**config.mk**
```make
export PLATFORM = sky130hd
export DESIGN_NAME = mult_ctrl
export DESIGN_NICKNAME = d
export VERILOG_FILES = /design/src/rtl/mult_pkg.sv /design/src/rtl/mult_lat_counter.sv /design/src/rtl/mult_ctrl.sv
export SDC_FILE = /design/constraint.sdc
export NUM_CORES = 1
export LEC_CHECK = 0
export CAP_MARGIN = 10
export CELL_PAD_IN_SITES_DETAIL_PLACEMENT = 0
export CELL_PAD_IN_SITES_GLOBAL_PLACEMENT = 1
export CORE_MARGIN = 3
export CORE_UTILIZATION = 26
export CTS_CLUSTER_DIAMETER = 120
export DETAILED_ROUTE_END_ITERATION = 16
export PLACE_DENSITY_LB_ADDON = 0.1
export SLEW_MARGIN = 30
export SYNTH_ARGS = -nofsm -noshare
export SYNTH_HDL_FRONTEND = slang
export SYNTH_SLANG_ARGS = --single-unit
```
**constraint.sdc**
```tcl
create_clock -name clk -period 1.6 [get_ports clk]
set_input_delay 0.48 -clock clk [delete_from_list [all_inputs] [get_ports clk]]
set_output_delay 0.48 -clock clk [all_outputs]
set_load 0.005 [all_outputs]
```
**src/rtl/mult_pkg.sv**
```systemverilog
// Shared types and constants for the EX-stage multiply sequencing controller.
package mult_pkg;

    localparam int DATA_W = 32;
    localparam int PROD_W = 2 * DATA_W;
    localparam int CNT_W  = 4;

    typedef enum logic [1:0] {
        IDLE,
        BUSY,
        CAPTURE
    } state_t;

endpackage

```
**src/rtl/mult_lat_counter.sv**
```systemverilog
// Latency counter for the multiply controller: loadable up-counter with a
// terminal-count flag raised when the count equals MULT_LAT-1.
module mult_lat_counter
    import mult_pkg::*;
#(
    parameter int MULT_LAT = 1
) (
    input  logic             clk,
    input  logic             reset,
    input  logic             clear,
    input  logic             load,
    input  logic [CNT_W-1:0] load_val,
    input  logic             en,
    output logic             tc
);

    localparam logic [CNT_W-1:0] TC_VAL = CNT_W'(MULT_LAT - 1);

    logic [CNT_W-1:0] count;

    always_ff @(posedge clk) begin
        if (reset) begin
            count <= '0;
        end else if (clear) begin
            count <= '0;
        end else if (load) begin
            count <= load_val;
        end else if (en) begin
            count <= count + CNT_W'(1);
        end
    end

    assign tc = (count == TC_VAL);

endmodule

```
**src/rtl/mult_ctrl.sv**
```systemverilog
// Sequencing controller for the shared signed multiplier with HI/LO interlock.
// Optional macro MULT_FASTZERO_EN: zero operands bypass the multiplier.
module mult_ctrl #(
    parameter int DATA_W   = mult_pkg::DATA_W,
    parameter int MULT_LAT = 1
) (
    input  logic                  clk,
    input  logic                  reset,
    input  logic                  req_valid,
    output logic                  req_ready,
    input  logic [DATA_W-1:0]     req_a,
    input  logic [DATA_W-1:0]     req_b,
    input  logic                  flush,
    input  logic                  rd_hi,
    input  logic                  rd_lo,
    output logic                  stall,
    output logic                  mult_en,
    output logic [DATA_W-1:0]     mult_a,
    output logic [DATA_W-1:0]     mult_b,
    input  logic [2*DATA_W-1:0]   mult_result,
    output logic [DATA_W-1:0]     hi,
    output logic [DATA_W-1:0]     lo,
    output logic                  done
);

    import mult_pkg::*;

    state_t            state;
    state_t            state_n;
    logic              accept;
    logic              capture;
    logic              cnt_clear;
    logic              lat_tc;
    logic [DATA_W-1:0] cap_hi;
    logic [DATA_W-1:0] cap_lo;

    assign req_ready = (state == IDLE);
    assign mult_en   = (state == BUSY);
    assign stall     = (state != IDLE) && (rd_hi || rd_lo);
    assign accept    = (state == IDLE) && req_valid && !flush;
    assign cnt_clear = (state != IDLE) && (state_n == IDLE);

`ifdef MULT_FASTZERO_EN
    // A zero operand goes straight to the capture cycle with a forced-zero
    // product, so the multiplier is never enabled for it.
    logic zero_op;
    logic zero_pend;

    assign zero_op = (req_a == '0) || (req_b == '0);

    always_ff @(posedge clk) begin
        if (reset) begin
            zero_pend <= 1'b0;
        end else if (accept) begin
            zero_pend <= zero_op;
        end
    end

    assign cap_hi = zero_pend ? '0 : mult_result[2*DATA_W-1:DATA_W];
    assign cap_lo = zero_pend ? '0 : mult_result[DATA_W-1:0];
`else
    assign cap_hi = mult_result[2*DATA_W-1:DATA_W];
    assign cap_lo = mult_result[DATA_W-1:0];
`endif

    always_comb begin
        state_n = state;
        capture = 1'b0;
        case (state)
            IDLE: begin
                if (accept) begin
`ifdef MULT_FASTZERO_EN
                    state_n = zero_op ? CAPTURE : BUSY;
`else
                    state_n = BUSY;
`endif
                end
            end
            BUSY: begin
                if (flush) begin
                    state_n = IDLE;
                end else if (lat_tc) begin
                    state_n = CAPTURE;
                end
            end
            CAPTURE: begin
                state_n = IDLE;
                capture = !flush;
            end
            default: state_n = IDLE;
        endcase
    end

    mult_lat_counter #(
        .MULT_LAT (MULT_LAT)
    ) u_lat_counter (
        .clk      (clk),
        .reset    (reset),
        .clear    (cnt_clear),
        .load     (accept),
        .load_val ('0),
        .en       (mult_en),
        .tc       (lat_tc)
    );

    // Operands stay frozen from accept until the next accept so the
    // multiplier sees stable inputs for the whole BUSY window.
    always_ff @(posedge clk) begin
        if (reset) begin
            state  <= IDLE;
            mult_a <= '0;
            mult_b <= '0;
            hi     <= '0;
            lo     <= '0;
            done   <= 1'b0;
        end else begin
            state <= state_n;
            done  <= capture;
            if (accept) begin
                mult_a <= req_a;
                mult_b <= req_b;
            end
            if (capture) begin
                hi <= cap_hi;
                lo <= cap_lo;
            end
        end
    end

endmodule

```
==> results.tsv <==
metric	value	unit
outcome	complete, but fails checks	
violations	setup timing	
clk_path_buf_depth	2	
ys_warn_count	0	
p_seq_share	39.3	%
worstPathMaxFanout	53	
syn_area	4780	um2
h-tree-depth	4	
final-max-slew-violation-count	0	
ys_seq_area_share	56.5	%
post_synth.cell_area_avg	8.02	um2
intPower	7020	uW
numClockSinks	135	
p_leak	0.00366	uW
placed_cell_area	7660	um2
drt_iter0_drc	180	
grt_overflow_total	0	
viasPerCell	4.42	
stdcell_area	8430	um2
synth-edff-count	0	
synth-main-ff-cell	dfxtp_1	
synth.most_common_cell	nand2_1	
max_slew_margin	76.4	%
clkSlewWorstSetupHoldPaths	0.06	ns
die_x	142	um
power.share.switching	21.0	%
insertion_delay	0.41	ns
cp.arrival	1.90	ns
drtPass1Iterations	4	
finalCritPeriodShare	101	%
drcViolationCount	0	
post-route-min-period	1.61	ns
hpwl	10900	um
cts_tree	done	
path_cells	buf_4, or4b_4, buf_12, nand2_1, a21oi_2	
fmax	620	MHz
finalSetupViolations	2	
hp-class	flop to flop	
cp.required	1.89	ns
comb_power_share	9.6	%
cpPeakStageDelay	0.56	ns
drive_above_1_share	8.90	%
synth_area_leaders	dfxtp_1 (57%), nand2_1 (20%), a21oi_1 (14%), buf_6 (1.9%), buf_2 (1.5%)	
yosys.area.top_type	dfxtp_1	
critPathLaunchType	flop	
via_count	4867	
routedWlPerCell	15.5	um
row_count	48	
yosysTopAreaCellShare	56.5	%
ir_worst_vdd	818	uV
initial_core_util	27.1	%
wl	17000	um
portBuffers	265	
core	17700	um2
grt_pass1_vias	4781	
grt_pass1_wl	25800	um
end_kind	flop	
seq_area	2710	um2
cp_slowest_cell	or4b_4	
grt_max_degree	73	
yosys-top-cells-count	nand2_1 (258), dfxtp_1 (135), a21oi_1 (130)	
syn-num-nets	732	
syn2layout_area_growth	76.4	%
path_class	flop to flop	
cts_root_buf	clkbuf_16	
fp.dieArea	20100	um2
synth_seq_cells	135	
finalHoldViolCount	0	
dp_cells	1058	
antenna_found_initial	0	
final_cells	1101	
cts_buffers	17	
worst_pin_slew	0.355	ns
cts_hold_buf	0	
p_per_area	1050	nW/um2
drv_cap	0	
synth_cell_types	25	
power	8890	uW
pin_count	266	
fin_nets	1000	
cp_num_buf_inv	2	
fillCellCount	1722	
n_antenna_cell	0	
synth_async_sr_flop_share	0	%
rsz0062_at_grt	yes	
grtUsageTotal	16.2	%
clock_skew	0.00780	ns
critPathTopFamily	simple AND/OR/NAND/NOR gates	
multi_input_area	1850	um2
detail-route-antenna-nets	0	
gp_congestion	0.744	
power_frac_clock	51.1	%
switching_power	1870	uW
worst_slack	-0.0134	ns
synthCells	596	
chipHeight	142	um
worst min-delay path: cells and delay by family (launching register included):
kind,cells,cell delay [ns]
and+or+nand+nor,1,0.05
AOI/OAI and AO/OA,1,0.05
DFF,1,0.30
metrics by stage:
step | hold WS [ns] | setup slack [ns] | setup TNS [ns] | util, %
detailed placement | 0.446 | -0.441 | -52.16 | 43.4
finish | 0.449 | -0.0134 | -0.0237 | 47.8
floorplan | 0.453 | 0.136 | 0 | -
global placement | 0.441 | -0.467 | -48.91 | 43.4
global route | 0.464 | -0.0633 | -1.38 | 47.8
CTS | 0.451 | -0.0400 | -0.0665 | 46.9
path summary, 6_finish.rpt:
check                                         start  slack, ns  depth (start not counted)                       to
worst max-delay path            state[1]$_SDFF_PP0_      -0.01                          5  mult_b[10]$_SDFFE_PP0P_
worst min register to register  hi[22]$_SDFFE_PP0P_       0.45                          2      hi[22]$_SDFFE_PP0P_
worst min-delay path            hi[22]$_SDFFE_PP0P_       0.45                          2      hi[22]$_SDFFE_PP0P_
worst max register to register  state[1]$_SDFF_PP0_      -0.01                          5  mult_b[10]$_SDFFE_PP0P_
power groups by stage:
stage	combinational, uW	sequential, uW	clock [uW]
global route	930	3500	4830
floorplan	247	3580	0
global placement	840	3570	0
detailed placement	842	3570	0
CTS	826	3490	4650
finish	852	3490	4540
timing repair:
action,4_1_cts,5_1_grt
gates resized for setup,152,15
pin swaps,2,1
setup buffers,3,4
setup endpoints to repair,133,71
gates cloned,2,3
flip-flops by register name, summed over array words and instances (netlist names):
register	flops
mult_a	32
done	1
lo	32
mult_b	32
state	2
u_lat_counter.count	4
hi	32
per-layer routing:
metal | vias to the layer above | global-route usage (%) | wire length [um]
li1 | 2453 | - | -
met1 | 2245 | 18.6 | 7090
met2 | 150 | 28.4 | 8520
met3 | 19 | 4.89 | 1140
met4 | 0 | 5.51 | 284
met5 | - | 0 | 0
layout by cell type (no fill, tap or decap), types with 2 or more instances in the layout:
cell and count:
nand2_1 258, dfxtp_1 131, dlygate4sd2_1 130, clkdlybuf4s50_1 128, a21oi_1 127, clkbuf_16 20, buf_4 13, buf_12 7
nor2_1 6, bufinv_16 6, buf_6 5, inv_1 3, a21oi_2 3, clkbuf_8 3, dlymetal6s2s_1 3, ha_1 2
clkinv_4 2, buf_16 2, dfxtp_2 2, buf_2 2, dfxtp_4 2
final cells by class:
type / count / share of cell area (%)
clock buffers: 20 / 5.53
clock inverters: 11 / 2.60
inverters: 4 / 0.208
multi-input cells: 413 / 21.9
flip-flops and latches: 135 / 32.2
well taps: 225 / 3.34
repair buffers: 293 / 34.3
logic make-up after synthesis:
logic type,count (synthesis),synth area share (%)
AOI/OAI and AO/OA,133,14.1
xor gates and xnor gates,2,0.366
adders and majority gates,2,0.523
buffers and inverters,48,5.78
DFF,135,56.5
and+or+nand+nor,276,22.7
Power figures use the tool's default switching activity.
